**src/rtl/sr_latch_driver.sv**
```systemverilog
// sr_latch_driver: sequences S/R/En for an external gated SR latch.
// Each set or reset command runs SETUP -> PULSE -> HOLD -> GUARD.
// S/R settle one cycle before En rises and stay put one cycle after it falls.
// Every output is registered. The register inputs are computed from the
// next state, so the outputs line up with the state they describe.
module sr_latch_driver #(
  parameter int unsigned PULSE_CYC = 2,
  parameter int unsigned GUARD_CYC = 1
) (
  input  logic       clk,
  input  logic       rst_n,
  input  logic       cmd_valid,
  input  logic [1:0] cmd_op,
  output logic       cmd_ready,
  input  logic       err_clr,
  output logic       S,
  output logic       R,
  output logic       En,
  output logic       busy,
  output logic       done,
  output logic       q_exp,
  output logic       q_valid,
  output logic       err
);

  typedef enum logic [2:0] {
    ST_IDLE,
    ST_SETUP,
    ST_PULSE,
    ST_HOLD,
    ST_GUARD
  } state_t;

  localparam logic [1:0] OP_NOP   = 2'b00;
  localparam logic [1:0] OP_SET   = 2'b01;
  localparam logic [1:0] OP_RESET = 2'b10;
  localparam logic [1:0] OP_ILL   = 2'b11;

  // The down-counter is loaded with N-1, so the state lasts exactly N cycles.
  localparam logic [7:0] PULSE_LOAD = 8'(PULSE_CYC - 1);
  localparam logic [7:0] GUARD_LOAD = 8'(GUARD_CYC - 1);

  state_t     state_q, state_d;
  logic [7:0] cnt_q, cnt_d;
  logic       op_set_q, op_set_d;   // 1 = set command in flight, 0 = reset
  logic       s_q, s_d;
  logic       r_q, r_d;
  logic       en_q, en_d;
  logic       busy_q, busy_d;
  logic       done_q, done_d;
  logic       q_exp_q, q_exp_d;
  logic       q_valid_q, q_valid_d;
  logic       err_q, err_d;
  logic       accept;
  logic       drive_sr;

  assign cmd_ready = (state_q == ST_IDLE);
  assign accept    = cmd_valid && (state_q == ST_IDLE);

  // Next-state logic, counter control and next values for the registered outputs.
  always_comb begin
    state_d   = state_q;
    cnt_d     = cnt_q;
    op_set_d  = op_set_q;
    q_exp_d   = q_exp_q;
    q_valid_d = q_valid_q;
    done_d    = 1'b0;
    // A clear applies first, so an illegal op accepted on the same edge still sets err.
    err_d     = err_q & ~err_clr;

    case (state_q)
      ST_IDLE: begin
        if (accept) begin
          case (cmd_op)
            OP_SET: begin
              op_set_d = 1'b1;
              state_d  = ST_SETUP;
            end
            OP_RESET: begin
              op_set_d = 1'b0;
              state_d  = ST_SETUP;
            end
            OP_NOP: begin
              done_d = 1'b1;
            end
            OP_ILL: begin
              err_d = 1'b1;
            end
            default: begin
              state_d = ST_IDLE;
            end
          endcase
        end
      end
      ST_SETUP: begin
        state_d = ST_PULSE;
        cnt_d   = PULSE_LOAD;
      end
      ST_PULSE: begin
        if (cnt_q == 8'd0) begin
          state_d   = ST_HOLD;
          q_exp_d   = op_set_q;
          q_valid_d = 1'b1;
        end else begin
          cnt_d = cnt_q - 8'd1;
        end
      end
      ST_HOLD: begin
        state_d = ST_GUARD;
        cnt_d   = GUARD_LOAD;
      end
      ST_GUARD: begin
        if (cnt_q == 8'd0) begin
          state_d = ST_IDLE;
          done_d  = 1'b1;
        end else begin
          cnt_d = cnt_q - 8'd1;
        end
      end
      default: begin
        state_d = ST_IDLE;
        cnt_d   = 8'd0;
      end
    endcase

    // S/R are driven from SETUP through HOLD. En is high only in PULSE,
    // so S/R only ever change while En is low.
    drive_sr = (state_d == ST_SETUP) || (state_d == ST_PULSE) || (state_d == ST_HOLD);
    s_d      = drive_sr & op_set_d;
    r_d      = drive_sr & ~op_set_d;
    en_d     = (state_d == ST_PULSE);
    busy_d   = (state_d != ST_IDLE);
  end

  // State, counter and output registers. Reset is immediate so the latch is released at once.
  always_ff @(posedge clk or negedge rst_n) begin
    if (!rst_n) begin
      state_q   <= ST_IDLE;
      cnt_q     <= 8'd0;
      op_set_q  <= 1'b0;
      s_q       <= 1'b0;
      r_q       <= 1'b0;
      en_q      <= 1'b0;
      busy_q    <= 1'b0;
      done_q    <= 1'b0;
      q_exp_q   <= 1'b0;
      q_valid_q <= 1'b0;
      err_q     <= 1'b0;
    end else begin
      state_q   <= state_d;
      cnt_q     <= cnt_d;
      op_set_q  <= op_set_d;
      s_q       <= s_d;
      r_q       <= r_d;
      en_q      <= en_d;
      busy_q    <= busy_d;
      done_q    <= done_d;
      q_exp_q   <= q_exp_d;
      q_valid_q <= q_valid_d;
      err_q     <= err_d;
    end
  end

  assign S       = s_q;
  assign R       = r_q;
  assign En      = en_q;
  assign busy    = busy_q;
  assign done    = done_q;
  assign q_exp   = q_exp_q;
  assign q_valid = q_valid_q;
  assign err     = err_q;

endmodule

```
**config.mk**
```make
export PLATFORM = sky130hd
export DESIGN_NAME = sr_latch_driver
export DESIGN_NICKNAME = d
export VERILOG_FILES = /design/src/rtl/sr_latch_driver.sv
export SDC_FILE = /design/constraint.sdc
export NUM_CORES = 1
export LEC_CHECK = 0
export ABC_AREA = 0
export BUFFER_PORTS_ARGS = -buffer_cell sky130_fd_sc_hd__buf_2
export CAP_MARGIN = 20
export CELL_PAD_IN_SITES_DETAIL_PLACEMENT = 1
export CELL_PAD_IN_SITES_GLOBAL_PLACEMENT = 1
export CORE_MARGIN = 1.5
export CORE_UTILIZATION = 40
export CTS_BUF_LIST = sky130_fd_sc_hd__clkbuf_8
export DETAILED_ROUTE_END_ITERATION = 8
export GPL_ROUTABILITY_DRIVEN = 0
export MAX_ROUTING_LAYER = met4
export PLACE_DENSITY_LB_ADDON = 0.1
export SYNTH_ARGS = -nofsm -noshare
export SYNTH_HDL_FRONTEND = slang
export SYNTH_SLANG_ARGS = --single-unit
```
**constraint.sdc**
```tcl
create_clock -name clk -period 2.1 [get_ports clk]
set_clock_uncertainty 0.2 [all_clocks]
set_input_delay 0.21 -clock clk [delete_from_list [all_inputs] [get_ports clk]]
set_output_delay 0.21 -clock clk [all_outputs]
set_load 0.03 [all_outputs]
```
======== Yosys cells after proc, flatten, opt, wreduce, memory -nomap -nowiden ========
Index checks and enable logic that the tools add are counted.
Widths: inputs -> output; s select.
cells by class
  add/sub/neg operators ................... 1
  multiply operators ...................... 0
  div/mod/pow operators ................... 0
  $lt $le $gt $ge ......................... 0
  equal/unequal tests ..................... 11
  shift-type cells ........................ 0
  mux-type cells .......................... 17
  bitwise logic cells ..................... 6
  reduce and logical (&&, ||, !) cells .... 11
operators with widths
  operator             number
  $pmux 8 s3           1
  $pmux 3 s5           1
  $eq 3x2->1 const B   4
  $mux 3               4
  $logic_not 8->1      1
  $mux 1               8
  $mux 8               1
  $sub 8x1->8 const B  1
  $eq 3x1->1 const B   2
  $eq 2x2->1 const B   2
  $pmux 1 s2           2
  $reduce_and 2->1     2
  $reduce_or 2->1      2
  $and 1x1->1          3
  $eq 3x3->1 const B   1
  $logic_not 3->1      1
  $not 1->1            3
  $reduce_bool 3->1    1
  $eq 2x1->1 const B   1
  $logic_not 2->1      1
  $logic_or 1x1->1     2
  $ne 2x2->1 const B   1
  $logic_and 1x1->1    1
storage, ports and cells
  register bits after elaboration ......... 20
  latch bits .............................. 0
  RAM bits ................................ 0
  memory bits (read-only) ................. 0
  bits of input ports ..................... 6
  output and inout bits ................... 9
  logic and storage cells ................. 57
  memories kept ........................... 0

======== Logic depth before layout (Yosys ltp) ========
Gate-level depths: netlist of run 1.
  depth in word-level cells ............... 9
  gate-level depth with buffers ........... 6

======== Worst setup path before layout of run 1 ========
OpenSTA, ideal clock, no wires.
  path type ............................... register to register
  from .................................... register cnt_q[5]
  to ...................................... register cnt_q[1]
  setup time .............................. 111 ps
  arrival ................................. 1,833 ps
  setup slack ............................. -44 ps
  cell stages (with the launch flop) ...... 5
  buffers on the path ..................... 0
  cells stage by stage .................... dfrtp_1 or4_4 or3_4 a21o_1 a2111oi_2
between the ends
  word-level cells in the longest chain between the ends .. 3
RTL lines
  element                     line      RTL
  start: declaration          44        logic [7:0] cnt_q, cnt_d;
  start signal: assignment    151       cnt_q <= cnt_d;
  $logic_not 8->1             100, 113
  $ne 2x2->1 (no line)        --
  $reduce_and 2->1 (no line)  --
No other way between the ends.
A chain may end at the register's enable or synchronous reset.

======== Worst setup path in the final report of run 1 ========
  from .................................... register cnt_q[3]
  to ...................................... register cnt_q[1]
The elaborated chain is that of the path after synthesis.

==> metrics, run 1 <==
status=finished, violations left; failing checks=setup timing; crit-path cells=or4_4 -> or3_4 -> a21o_1 -> a2111oi_4; first-pass GRT wire length=4330 um; share of the clock period used by the worst path=100%; compound-gate portion of the synthesized area=14.4%; row cnt=18; Via Count=882; Finished Layout Cells=approximately 170; Slew HR=65.3%; via/cell ratio=5.31; delay of the slowest cell on the worst path=0.55 ns; HP Class=in2reg; grt ovf=0; pre-CTS setup slack=between 0.004 and 0.005 ns; most instantiated library cell after synthesis=dfrtp_1; XOR/XNOR share of the synthesized area=~3.4%; WHS=between 0.04 and 0.05 ns; FF-to-FF setup slack=-0.0003 ns; core area=2450 sq um; final setup fails=1; Post-Place Cells=between 150 and 200; DRC=0; Setup CP Type=reg2reg; H-tree levels=1; n_diodes=0; number of synthesized register bits=20; Worst EP arrival=2.06 ns; Reg clk slew, reported paths=approximately 0.080 ns; Die Wd=between 50 and 60 um; sw power=1.03 mW; hold endpoint=err; share of cells above drive strength 1=between 30% and 40%; fin crit period=~2.1 ns; final hold violations=0; P_int=1.28 mW; die area=slightly below 3000 sq um; Final Util=55.0%; largest family of logic cells by synthesized area=simple AND/OR/NAND/NOR gates; Mapped Cells=roughly 110; DRT iter0 DRCs=8; Ports=15; syn nets=between 100 and 150; Post-Synth Adder-Cell Area=under 10%; vias in the first global route=around 900; largest net degree at the start of global routing=21; Synth area leader=dfrtp_1; Leakage=approximately 0.66 nW; FF+latch area=approximately 500 sq um; input/output buffers=14; Synth top area share=48.5%; pwr dens=roughly 1700 nW/um^2; synth warn=0; starting density of the core=42.0%; placed inst area=1210 sq um; fmax=476 MHz; Nets=147; CTS tree=yes; GRT Total Usage=between 20% and 30%; Synth cell types=35; Clock power frac=between 10% and 20%; Post-Route WL=around 2700 um; Synth Area in Simple Gates=a little under a quarter; mux cell area share after synthesis=under 10%; HPWL after DPL=1810 um; setup TNS=-0.000270 ns; clk root buf=clkbuf_8; fillcell total=279; hold depth=3; worst slew pin tran=just over 0.5 ns; combinational share of power=58.6%; syn avg cell area=between 9 and 10 sq um; Die Ht=roughly 54 um; sequential share of power=28.3%; worst setup margin=-0.000270 ns; clk sinks=20; Max VDD drop=roughly 0.00087 V; FFs w/ async S/R, synth=between 90% and 100%; initial antenna violation count=0; Largest delay share family, worst path=simple AND/OR/NAND/NOR gates; max-cap violations=0; max-slew violations=0; crit-path max FO=3; list of most frequent post-synthesis cells=20 x dfrtp_1, 11 x nor2_1, 8 x a21oi_1, 8 x nand2_1; WP buf/inv=0; mapped cell area=approximately 1000 sq um; worst r2r src=cnt_q[3]; clock latency on the worst-skew pair=between 0.2 and 0.3 ns; Final Cell Area=roughly 1400 sq um; drt first pass iters=4; top cells by area, synth=dfrtp_1 48%, ha_1 4.8%, nor2_1 4.0%; synthesis-to-layout area growth=30.8%; largest buffer count on any clock path=2; Worst Path Required=slightly above 2 ns; Sw Ratio=between 40% and 50%; Hold Crit Start=cmd_valid; startpoint types=flip-flop; Final ANT Viol Nets=0; post-synthesis sequential area ratio=48.5%; Main synth FF type=dfrtp_1; CP max-delay cell=or4_4; Reg2Reg Depth=4; Total Power=roughly 2.3 mW; WL per Instance=16.2 um; area of the multi-input gates=539 sq um; worst flop-to-flop path endpoint=cnt_q[1]; CTS Buf Count=3; Post-synth EDFFs=0; RSZ-0062 raised after global routing=yes; CP Capture Type=flip-flop
sequential cells by signal (all words and copies together), names as in the netlist:
signal    count
En            1
R             1
S             1
busy          1
cnt_q         8
done          1
err           1
op_set_q      1
q_exp         1
q_valid       1
state_q       3
power groups by stage:
stage | sequential [mW] | combinational [mW] | clock, mW
floorplan | 0.762 | 0.687 | 0
global placement | 0.648 | 1.14 | 0
detailed placement | 0.654 | 1.18 | 0
CTS | 0.651 | 1.27 | 0.307
global route | 0.677 | 1.49 | 0.329
finish | 0.655 | 1.36 | 0.302
kinds of logic (layout without fill, tap and decap cells):
kind of cell               Yosys count  count (layout)
AOI/OAI and AO/OA                   22              22
xor gates and xnor gates             4               4
adders and majority gates            4               4
buffers and inverters               10              40
DFF                                 20              20
muxes                                2               2
and+or+nand+nor                     44              44
how the worst max path moves through the flow:
stage / start / to / slack, ns / cells past startpoint
after detailed placement: cnt_q[5] / cnt_q[1] / 0.005 / 4
after global routing: cnt_q[3] / cnt_q[1] / -0.04 / 4
final: cnt_q[3] / cnt_q[1] / -0.0003 / 4
after CTS: cnt_q[3] / q_exp / 0.01 / 5
after global placement: cnt_q[5] / cnt_q[1] / 0.05 / 4
after floorplan: cnt_q[5] / cnt_q[1] / 0.01 / 4
worst register-to-register path, delay by kind of cell, from the launching register on:
kind             cells  cell delay, ns
AO/OA/AOI/OAI        2            0.50
flip-flops           1            0.40
AND/OR/NAND/NOR      2            0.90
metal layers:
layer	GRT usage, %	vias to the layer above	share of wire [%]
met5	-	-	0
met4	5.13	0	0.93
met3	3.33	4	2.0
met2	36.8	13	51
met1	27.2	432	46
li1	-	433	-
cell type report:
cell class	instances	share of cell area (%)
Multi-Input combinational cell	76	39.9
Inverter	6	1.67
Clock buffer	4	4.08
Sequential cell	20	37.1
Tap cell	30	2.78
Timing Repair Buffer	30	14.5
placed cells by master, fill, tap and decap left out, drive strengths merged, types with 3 or more instances in the layout:
cell,instances
xor2,3
ha,4
nand2b,6
dfrtp,20
nor3,4
nand2,8
inv,6
or4,3
clkbuf,4
buf,28
a21oi,8
a211oi,3
nor2,11
timing repair:
action	CTS	global route
buffers inserted	2	1
pin swaps	4	2
endpoints found under the setup margin	1	6
hold endpoints to repair	21	0
hold buffers	2	0
gates resized for setup	2	6
Power figures use the tool's default switching activity.
==> inputs of run 2 (changes only) <==
--- a/config.mk
+++ b/config.mk
@@ -7,16 +7,16 @@
 export LEC_CHECK = 0
 export ABC_AREA = 0
 export BUFFER_PORTS_ARGS = -buffer_cell sky130_fd_sc_hd__buf_2
-export CAP_MARGIN = 20
+export CAP_MARGIN = 0
 export CELL_PAD_IN_SITES_DETAIL_PLACEMENT = 1
 export CELL_PAD_IN_SITES_GLOBAL_PLACEMENT = 1
 export CORE_MARGIN = 1.5
 export CORE_UTILIZATION = 40
 export CTS_BUF_LIST = sky130_fd_sc_hd__clkbuf_8
 export DETAILED_ROUTE_END_ITERATION = 8
-export GPL_ROUTABILITY_DRIVEN = 0
 export MAX_ROUTING_LAYER = met4
 export PLACE_DENSITY_LB_ADDON = 0.1
 export SYNTH_ARGS = -nofsm -noshare
 export SYNTH_HDL_FRONTEND = slang
 export SYNTH_SLANG_ARGS = --single-unit
+export TNS_END_PERCENT = 30
==> metrics, run 2 (synthesized netlist as in run 1, its figures left out) <==
Reg clk slew, reported paths=0.08 ns (about the same); CTS Buf Count=3 (unchanged); hold endpoint=err (unchanged); CP Capture Type=flip-flop (unchanged); HPWL after DPL=1810 um (unchanged); core area=2450 sq um (unchanged); Largest regs=cnt_q: 8 flops, state_q: 3 flops (unchanged); H-tree levels=1 (unchanged); Max VDD drop=0.000846 V (was 0.000869 V); GRT Total Usage=21.8% (unchanged); setup TNS=-0.00201 ns (was -0.000270 ns); input/output buffers=14 (unchanged); worst setup margin=-0.00201 ns (was -0.000270 ns); Worst EP arrival=2.06 ns (about the same); Worst Path Required=2.06 ns (about the same); start point of the critical path=cnt_q[3] (unchanged); Slew HR=62.9% (was 65.3%); most common cell after layout, fill and taps aside=dfrtp_1 (unchanged); DRC=0 (unchanged); clk root buf=clkbuf_8 (unchanged); final setup fails=1 (unchanged); clock latency on the worst-skew pair=0.26 ns (about the same); final hold violations=0 (unchanged); HP Class=in2reg (unchanged); hold depth=3 (unchanged); Ports=15 (unchanged); via/cell ratio=5.28 (was 5.31); Final ANT Viol Nets=0 (unchanged); WL per Instance=16.3 um (was 16.2 um); Hold Crit Start=cmd_valid (unchanged); die area=2890 sq um (unchanged); delay of the slowest cell on the worst path=0.55 ns (about the same); pwr dens=1710 nW/um^2 (about the same); CP max-delay cell=or4_4 (unchanged); vias in the first global route=903 (unchanged); CTS tree=yes (unchanged); crit-path cells=or4_4 -> or3_4 -> a21o_1 -> a2111oi_4 (unchanged); fin crit period=2.10 ns (about the same); startpoint types=flip-flop (unchanged); Setup CP Type=reg2reg (unchanged); synthesis-to-layout area growth=29.5% (was 30.8%); Leakage=0.654 nW (was 0.658 nW); Largest register FFs=8 (unchanged); Total Power=2.29 mW (was 2.31 mW); failing checks=setup timing (unchanged); Placer Congestion=just over 0.7; largest buffer count on any clock path=2 (unchanged); crit-path max FO=3 (unchanged); share of cells above drive strength 1=32.4% (was 33.8%); WHS=0.0460 ns (was 0.0458 ns); drt first pass iters=4 (unchanged); grt ovf=0 (unchanged); most frequent cells in the layout=20 x dfrtp_1, 14 x buf_2, 14 x buf_4, 11 x nor2_1, 8 x nand2_1 (unchanged); FF-to-FF setup slack=-0.002 ns (was -0.0003 ns); row cnt=18 (unchanged); largest net degree at the start of global routing=21 (unchanged); fmax=476 MHz (about the same); Reg2Reg Depth=4 (unchanged); max-slew violations=0 (unchanged); RSZ-0062 raised after global routing=yes (unchanged); status=finished, violations left (unchanged); Post-Route WL=2710 um (was 2690 um); Biggest register=cnt_q (unchanged); clk sinks=20 (unchanged); DRT iter0 DRCs=7 (was 8); share of the clock period used by the worst path=100% (about the same); Die Ht=53.8 um (unchanged); starting density of the core=42.0% (unchanged); Nets=147 (unchanged); worst r2r src=cnt_q[3] (unchanged); n_diodes=0 (unchanged); Die Wd=53.8 um (unchanged); max-cap violations=0 (unchanged); first-pass GRT wire length=4330 um (unchanged); worst slew pin tran=0.543 ns (was 0.516 ns); worst flop-to-flop path endpoint=cnt_q[1] (unchanged); Via Count=877 (was 882); initial antenna violation count=0 (unchanged)
## run 2: cell types whose count changed in the layout (fill, tap and decap cells not counted)
cell       previous run  this run
a2111oi_1             1         0
nand2b_1              5         6
nor3_2                2         1
nor3_1                2         3
a2111oi_0             0         1
nand2b_4              1         0
## run 2: how the worst max path moves through the flow
stage	slack (ns)	to
floorplan	0.01	cnt_q[1]
global placement	0.05	cnt_q[1]
detailed placement	0.005	cnt_q[1]
CTS	0.01	q_exp
global route	-0.05	cnt_q[5]
finish	-0.002	cnt_q[1]
## run 2: stage by stage
| step | area (sq um) | setup slack [ns] | cells | utilization, % |
|---|---|---|---|---|
| after floorplan | 1030 | 0.0119 | 106 | - |
| after global placement | 1210 | 0.0455 | 157 | 49.2 |
| after detailed placement | 1210 | 0.00480 | 157 | 49.2 |
| after CTS | 1320 | 0.0128 | 165 | 53.6 |
| after global routing | 1340 | -0.0466 | 166 | 54.4 |
| final | 1340 | -0.00201 | 166 | 54.4 |
## run 2: worst max-delay path, delay by kind of cell, from the launching register on
kind	cells	cell delay (ns)
AO/OA/AOI/OAI	2	0.50
flip-flops	1	0.40
AND/OR/NAND/NOR	2	0.91
## run 2: power breakdown
group	internal, mW	switching, mW	total, mW
combinational	0.560	0.780	1.34
sequential	0.543	0.107	0.650
clock	0.167	0.135	0.302
## run 2: repair_timing
| item | CTS | global route |
|---|---|---|
| gates resized for setup | 2 | 3 |
| hold buffers | 2 | 0 |
| endpoints found under the setup margin | 1 | 6 |
| setup buffers | 2 | 1 |
| endpoints found under the hold margin | 21 | 0 |
| pin swaps | 4 | 2 |
## run 2: final cells by class
class / count / area (sq um)
inverters: 6 / 22.5
flip-flops and latches: 20 / 500
repair buffers: 30 / 195
well taps: 30 / 37.5
clock buffers: 4 / 55.1
multi-input cells: 76 / 526
fillers: 280 / 1120
## run 2: metal layers
layer	vias up	global-route usage, %	wire length [um]
li1	431	-	-
met3	2	3.33	48
met2	11	36.8	1440
met5	-	-	0
met1	433	27.2	1210
met4	0	5.13	8
